File: src/rtl/mem_arbiter.sv
// mem_arbiter: shares one single-port memory between an instruction read
// port (i_*), a data read port (dr_*) and a data write port (dw_*).
//
// Arbitration is fixed priority dw > dr > i. An instruction request that
// has been refused STARVE_LIMIT consecutive cycles wins over both data
// ports. Grants and the m_* strobe are combinational from the current
// requests. Read data returns one cycle after the grant on rdata, with
// exactly one of i_rresp / dr_rresp marking the owner.
//
// Accesses whose address has bits set above AW-1 never reach memory. They
// raise addr_err one cycle later, and reads still complete with rdata = 0.
//
// Optional build macro MMIO_DECODE_EN: writes to MMIO_PUTC / MMIO_EXIT are
// absorbed and become putc_valid/putc_char and exit_valid pulses. Without
// the macro those outputs are tied to 0 and MMIO addresses are ordinary
// (out-of-range) accesses.
//
// Ports:
//   clk, resetb                  clock, asynchronous active-low reset
//   i_req/i_addr/i_gnt/i_rresp   instruction read port
//   dr_req/dr_addr/dr_gnt/dr_rresp  data read port
//   dw_req/dw_addr/dw_wdata/dw_wstrb/dw_gnt  data write port
//   rdata                        shared read data
//   m_req/m_we/m_addr/m_wdata/m_wstrb/m_rdata  memory side
//   putc_valid/putc_char/exit_valid  MMIO side effects
//   addr_err                     out-of-range access pulse
module mem_arbiter #(
   parameter int unsigned AW           = 18,
   parameter int unsigned STARVE_LIMIT = 4,
   parameter logic [31:0] MMIO_PUTC    = 32'h8000_001c,
   parameter logic [31:0] MMIO_EXIT    = 32'h8000_002c
) (
   input  logic          clk,
   input  logic          resetb,
   input  logic          i_req,
   input  logic [31:0]   i_addr,
   output logic          i_gnt,
   output logic          i_rresp,
   input  logic          dr_req,
   input  logic [31:0]   dr_addr,
   output logic          dr_gnt,
   output logic          dr_rresp,
   output logic [31:0]   rdata,
   input  logic          dw_req,
   input  logic [31:0]   dw_addr,
   input  logic [31:0]   dw_wdata,
   input  logic [3:0]    dw_wstrb,
   output logic          dw_gnt,
   output logic          m_req,
   output logic          m_we,
   output logic [AW-3:0] m_addr,
   output logic [31:0]   m_wdata,
   output logic [3:0]    m_wstrb,
   input  logic [31:0]   m_rdata,
   output logic          putc_valid,
   output logic [7:0]    putc_char,
   output logic          exit_valid,
   output logic          addr_err
);

   localparam int unsigned SCW = ($clog2(STARVE_LIMIT + 1) > 3) ? $clog2(STARVE_LIMIT + 1) : 3;
   localparam logic [SCW-1:0] STARVE_MAX = SCW'(STARVE_LIMIT);

   typedef enum logic [1:0] {SEL_NONE = 2'd0, SEL_I = 2'd1, SEL_DR = 2'd2, SEL_DW = 2'd3} sel_e;
   typedef enum logic [1:0] {OWN_NONE = 2'd0, OWN_I = 2'd1, OWN_DR = 2'd2} own_e;

   // True when the byte address lies inside the 2**AW byte memory window.
   function automatic logic addr_in_range(input logic [31:0] addr);
      return ((addr >> AW) == 32'd0);
   endfunction

   sel_e            sel_s;
   logic [31:0]     acc_addr_s;
   logic            acc_valid_s;
   logic            acc_write_s;
   logic            putc_hit_s;
   logic            exit_hit_s;
   logic            mmio_hit_s;
   logic            err_s;
   logic            mem_go_s;

   logic [SCW-1:0]  starve_cnt_r;
   own_e            owner_r;
   logic            rd_err_r;
   logic            addr_err_r;

   // Winner selection; a starved instruction request overrides the data ports.
   always_comb begin
      sel_s = SEL_NONE;
      if (!resetb) begin
         sel_s = SEL_NONE;
      end else if (i_req && (starve_cnt_r == STARVE_MAX)) begin
         sel_s = SEL_I;
      end else if (dw_req) begin
         sel_s = SEL_DW;
      end else if (dr_req) begin
         sel_s = SEL_DR;
      end else if (i_req) begin
         sel_s = SEL_I;
      end else begin
         sel_s = SEL_NONE;
      end
   end

   // Decode the granted access into memory, MMIO or error.
   always_comb begin
      acc_addr_s  = 32'd0;
      acc_valid_s = 1'b0;
      acc_write_s = 1'b0;
      putc_hit_s  = 1'b0;
      exit_hit_s  = 1'b0;
      case (sel_s)
         SEL_I: begin
            acc_addr_s  = i_addr;
            acc_valid_s = 1'b1;
         end
         SEL_DR: begin
            acc_addr_s  = dr_addr;
            acc_valid_s = 1'b1;
         end
         SEL_DW: begin
            acc_addr_s  = dw_addr;
            acc_valid_s = 1'b1;
            acc_write_s = 1'b1;
         end
         default: begin
            acc_addr_s  = 32'd0;
            acc_valid_s = 1'b0;
         end
      endcase
`ifdef MMIO_DECODE_EN
      if (acc_write_s) begin
         putc_hit_s = (acc_addr_s == MMIO_PUTC);
         exit_hit_s = (acc_addr_s == MMIO_EXIT);
      end else begin
         putc_hit_s = 1'b0;
         exit_hit_s = 1'b0;
      end
`endif
      mmio_hit_s = putc_hit_s | exit_hit_s;
      err_s      = acc_valid_s && !mmio_hit_s && !addr_in_range(acc_addr_s);
      mem_go_s   = acc_valid_s && !mmio_hit_s && addr_in_range(acc_addr_s);
   end

   assign i_gnt   = (sel_s == SEL_I);
   assign dr_gnt  = (sel_s == SEL_DR);
   assign dw_gnt  = (sel_s == SEL_DW);
   assign m_req   = mem_go_s;
   assign m_we    = mem_go_s && acc_write_s;
   assign m_addr  = mem_go_s ? acc_addr_s[AW-1:2] : {(AW-2){1'b0}};
   assign m_wdata = (mem_go_s && acc_write_s) ? dw_wdata : 32'd0;
   assign m_wstrb = (mem_go_s && acc_write_s) ? dw_wstrb : 4'd0;

   // Count consecutive refused instruction requests, saturating at the limit.
   always_ff @(posedge clk or negedge resetb) begin
      if (!resetb) begin
         starve_cnt_r <= {SCW{1'b0}};
      end else if (i_req && (sel_s != SEL_I)) begin
         if (starve_cnt_r != STARVE_MAX) begin
            starve_cnt_r <= starve_cnt_r + SCW'(1);
         end
      end else begin
         starve_cnt_r <= {SCW{1'b0}};
      end
   end

   // Remember who owns the read returning next cycle and whether it faulted.
   always_ff @(posedge clk or negedge resetb) begin
      if (!resetb) begin
         owner_r    <= OWN_NONE;
         rd_err_r   <= 1'b0;
         addr_err_r <= 1'b0;
      end else begin
         case (sel_s)
            SEL_I:   owner_r <= OWN_I;
            SEL_DR:  owner_r <= OWN_DR;
            default: owner_r <= OWN_NONE;
         endcase
         rd_err_r   <= err_s && !acc_write_s;
         addr_err_r <= err_s;
      end
   end

   assign i_rresp  = (owner_r == OWN_I);
   assign dr_rresp = (owner_r == OWN_DR);
   assign addr_err = addr_err_r;
   // Faulted reads return zero instead of whatever the memory last drove.
   assign rdata    = ((owner_r != OWN_NONE) && !rd_err_r) ? m_rdata : 32'd0;

`ifdef MMIO_DECODE_EN
   logic       putc_valid_r;
   logic [7:0] putc_char_r;
   logic       exit_valid_r;

   // One-cycle MMIO side-effect pulses following an absorbed write.
   always_ff @(posedge clk or negedge resetb) begin
      if (!resetb) begin
         putc_valid_r <= 1'b0;
         putc_char_r  <= 8'd0;
         exit_valid_r <= 1'b0;
      end else begin
         putc_valid_r <= putc_hit_s;
         putc_char_r  <= putc_hit_s ? dw_wdata[7:0] : 8'd0;
         exit_valid_r <= exit_hit_s;
      end
   end

   assign putc_valid = putc_valid_r;
   assign putc_char  = putc_char_r;
   assign exit_valid = exit_valid_r;
`else
   assign putc_valid = 1'b0;
   assign putc_char  = 8'd0;
   assign exit_valid = 1'b0;
`endif

endmodule

File: config.mk
export PLATFORM = sky130hd
export DESIGN_NAME = mem_arbiter
export DESIGN_NICKNAME = d
export VERILOG_FILES = /design/src/rtl/mem_arbiter.sv
export SDC_FILE = /design/constraint.sdc
export NUM_CORES = 1
export LEC_CHECK = 0
export ABC_CLOCK_PERIOD_IN_PS = 4400
export CAP_MARGIN = 20
export CORE_AREA = 2 2 106 108
export CTS_CLUSTER_SIZE = 12
export DETAILED_ROUTE_END_ITERATION = 10
export DIE_AREA = 0 0 108 110
export PLACE_DENSITY = 0.56
export SLEW_MARGIN = 10
export SYNTH_ARGS = -nofsm -noshare
export SYNTH_HDL_FRONTEND = slang
export SYNTH_SLANG_ARGS = --single-unit
File: constraint.sdc
create_clock -name clk -period 4.4 [get_ports clk]
set_input_delay 0.88 -clock clk [delete_from_list [all_inputs] [get_ports clk]]
set_output_delay 0.88 -clock clk [all_outputs]
set_load 0.05 [all_outputs]
==> impl_metrics.toml <==
[layout]
layout.core_utilization_pct = 40.2
antennaDiodeCount = 0
flow.area_growth_from_synthesis_pct = 212
drive_gt1_share_pct = 18.5
layout.cells.most_common_list = "197 x clkdlybuf4s50_1, 68 x and2_1, 34 x buf_4, 30 x buf_12, 17 x a222oi_1"
finish.net_count = 604
layout.cells.most_common = "clkdlybuf4s50_1"
layout.filler_cells = 1093

[setup_path]
crit_arrival_ns = 2.89
worst_setup_path_end_kind = "output port"
crit_path_start_kind = "input pin"
rrSetupSlack_ns = 2.61
worst_ep_required_time_ns = 3.52
critical_path_peak_fanout = 11
path_class = "input pin to output port"

[drt]
drc = 0
wire_per_inst_microns = 14.7
detail_route.first_pass.iterations = 5
initialDrtViolationCount = 142
vias = 2298
viasPerCell = 4.02
detail_route_antenna_nets = 0
routed_wl_microns = 8420

[grt]
grt_first_pass_wirelength_microns = 11700
grt_start_max_net_pins = 38
globalRouteOverflowTotal = 0
grt_antenna_before_repair = 0
first_global_vias = 2229
grt_util_all_layers_pct = 12.8

[timing]
maxClockFrequency_mhz = 265
period_share_pct = 85.8
timing.final.setup_violations = 0
fin_worst_skew_ns = 0.00229
max_slew_margin_pct = 63.2
post-route-worst-setup-slack_ns = 0.625
timing_worst_slew_pin_value_ns = 0.550
rsz_0062_raised_after_global_routing = "false"
timing_hold_violations_final = 0
timing.setup.tns_ns = 0
drv_slew = 0
finalCriticalPeriod_ns = 3.77

[clock_tree]
post_cts_hold_buffer_count = 0
cts_tree = "built"
number_of_buffers_created_by_cts = 3
post_cts_resize_count = 0
cts_buffer_depth = 2
root_buffer = "clkbuf_8"
postCtsSetupBuffers = 0
cts_num_sinks = 7
clkLatencyLatePin_ns = 0.22
htree_levels = 1
path_clk_slew_ns = 0.04

[worst_hold_path]
holdCritPathClass = "flip-flop to flip-flop"

[synthesis]
synth-seq-area-share_pct = 12.7
synthesized_flop_and_latch_total = 7
synth.yosys.warnings = 0
ys_types = 30
syn-cell-area_sq_um = 1380
postSynthCellCount = 181
dominantRegCellSynth = "dfrtp_1"
synth_edf_count = 0
synth.area.top_cells = "and2_1 31%, dfrtp_1 13%, a222oi_1 12%, and3b_2 5.8%, buf_4 5.4%"
post-synth-top-area-cell = "and2_1"
post_synth.cell_area_avg_sq_um = 7.61
yosysTopAreaCellShare_pct = 30.9
postSynth.asyncResetShare_pct = 100

[flow_run]
cap_violations = 0

[floorplan]
fp.dieH_microns = 110
die_width_microns = 108
ioPinCount = 271
die_area_sq_um = 11900
core.rowCount = 38
initial_core_utilization_pct = 12.9
core_area_sq_um = 10700

[power_and_ir_drop]
power_per_cell_area_nw_per_um2 = 121
ir_drop_uv = 73.5
power.leakage_nw = 1.78

[place]
placer_s_final_routability_congestion_estimate = 0.708
place_ws_ns = 0.582
place.port_buffers = 254
place_hpwl_microns = 7660

[status]
outcome = "complete, no violations"
## worst paths after layout
path / from / end / cells after the start
worst max-delay path: resetb / m_addr[13] / 7
worst min-delay path: starve_cnt_r[0] / starve_cnt_r[0] / 2
worst max register to register: starve_cnt_r[0] / addr_err / 8
worst min register to register: starve_cnt_r[0] / starve_cnt_r[0] / 2
max in group asynchronous: resetb / rd_err_r / 1
min in group asynchronous: resetb / owner_r[1] / 1
## final cells by class
| cell class | instances | area (sq um) | share of cell area, % |
|---|---|---|---|
| repair buffers | 261 | 2830 | 65.8 |
| multi-input cells | 157 | 1060 | 24.7 |
| flip-flops and latches | 7 | 175 | 4.08 |
| well taps | 140 | 175 | 4.08 |
| clock buffers | 4 | 45.0 | 1.05 |
| inverters | 3 | 11.3 | 0.262 |
## layer usage
metal	routed length [microns]	GRT usage, %	vias to the layer above	part of all wire (%)
li1	-	-	1130	-
met5	0	0	-	0
met1	2590	12.1	1006	31
met3	1090	3.88	4	13
met2	4650	26.1	158	55
met4	102	4.30	0	1.2
## worst max-delay path: stages
cell and delay, ns:
clkdlybuf4s50_1 0.74, nand2_1 0.16, nor2_2 0.32, buf_4 0.25
a222oi_1 0.11, and3b_1 0.22, buf_4 0.19
## state kept, by name (all words and copies together) (netlist names)
register / count
owner_r: 2
starve_cnt_r: 3
rd_err_r: 1
addr_err: 1
## cell usage after synthesis, drive strengths merged, types with 2 or more instances
| cell type | number |
|---|---|
| nor2b | 2 |
| dfrtp | 7 |
| buf | 14 |
| nor3 | 4 |
| nand4 | 3 |
| ha | 2 |
| nor2 | 9 |
| inv | 3 |
| and3b | 16 |
| and2 | 69 |
| clkbuf | 9 |
| a222oi | 17 |
| a21oi | 3 |
| nor4 | 9 |
| nand2 | 6 |
## through the flow
stage | total power [mW] | hold WS (ns) | std cells | area, sq um
final | 0.520 | 0.583 | 572 | 4300
after global routing | 0.550 | 0.617 | 572 | 4300
after CTS | 0.526 | 0.578 | 572 | 4300
after detailed placement | 0.434 | 0.568 | 568 | 4250
after global placement | 0.431 | 0.548 | 568 | 4250
after floorplan | 0.241 | 0.530 | 190 | 1410
## power by group
group          internal, mW  total, mW  switching (mW)
combinational         0.192      0.357           0.165
clock                0.0625     0.0880          0.0255
sequential           0.0703     0.0746         0.00436
total                 0.324      0.520           0.195
## cells by family (layout without fill, tap and decap cells)
family	Yosys count	count (layout)	share of synthesized area [%]
and+or+nand+nor	122	122	56.9
AOI/OAI and AO/OA	22	22	14.6
adders and majority gates	2	2	1.82
other	1	10	0.272
DFF	7	7	12.7
xor gates and xnor gates	1	1	0.636
buffers and inverters	26	268	13.0
Note: power is estimated with default switching activity, not from simulation.
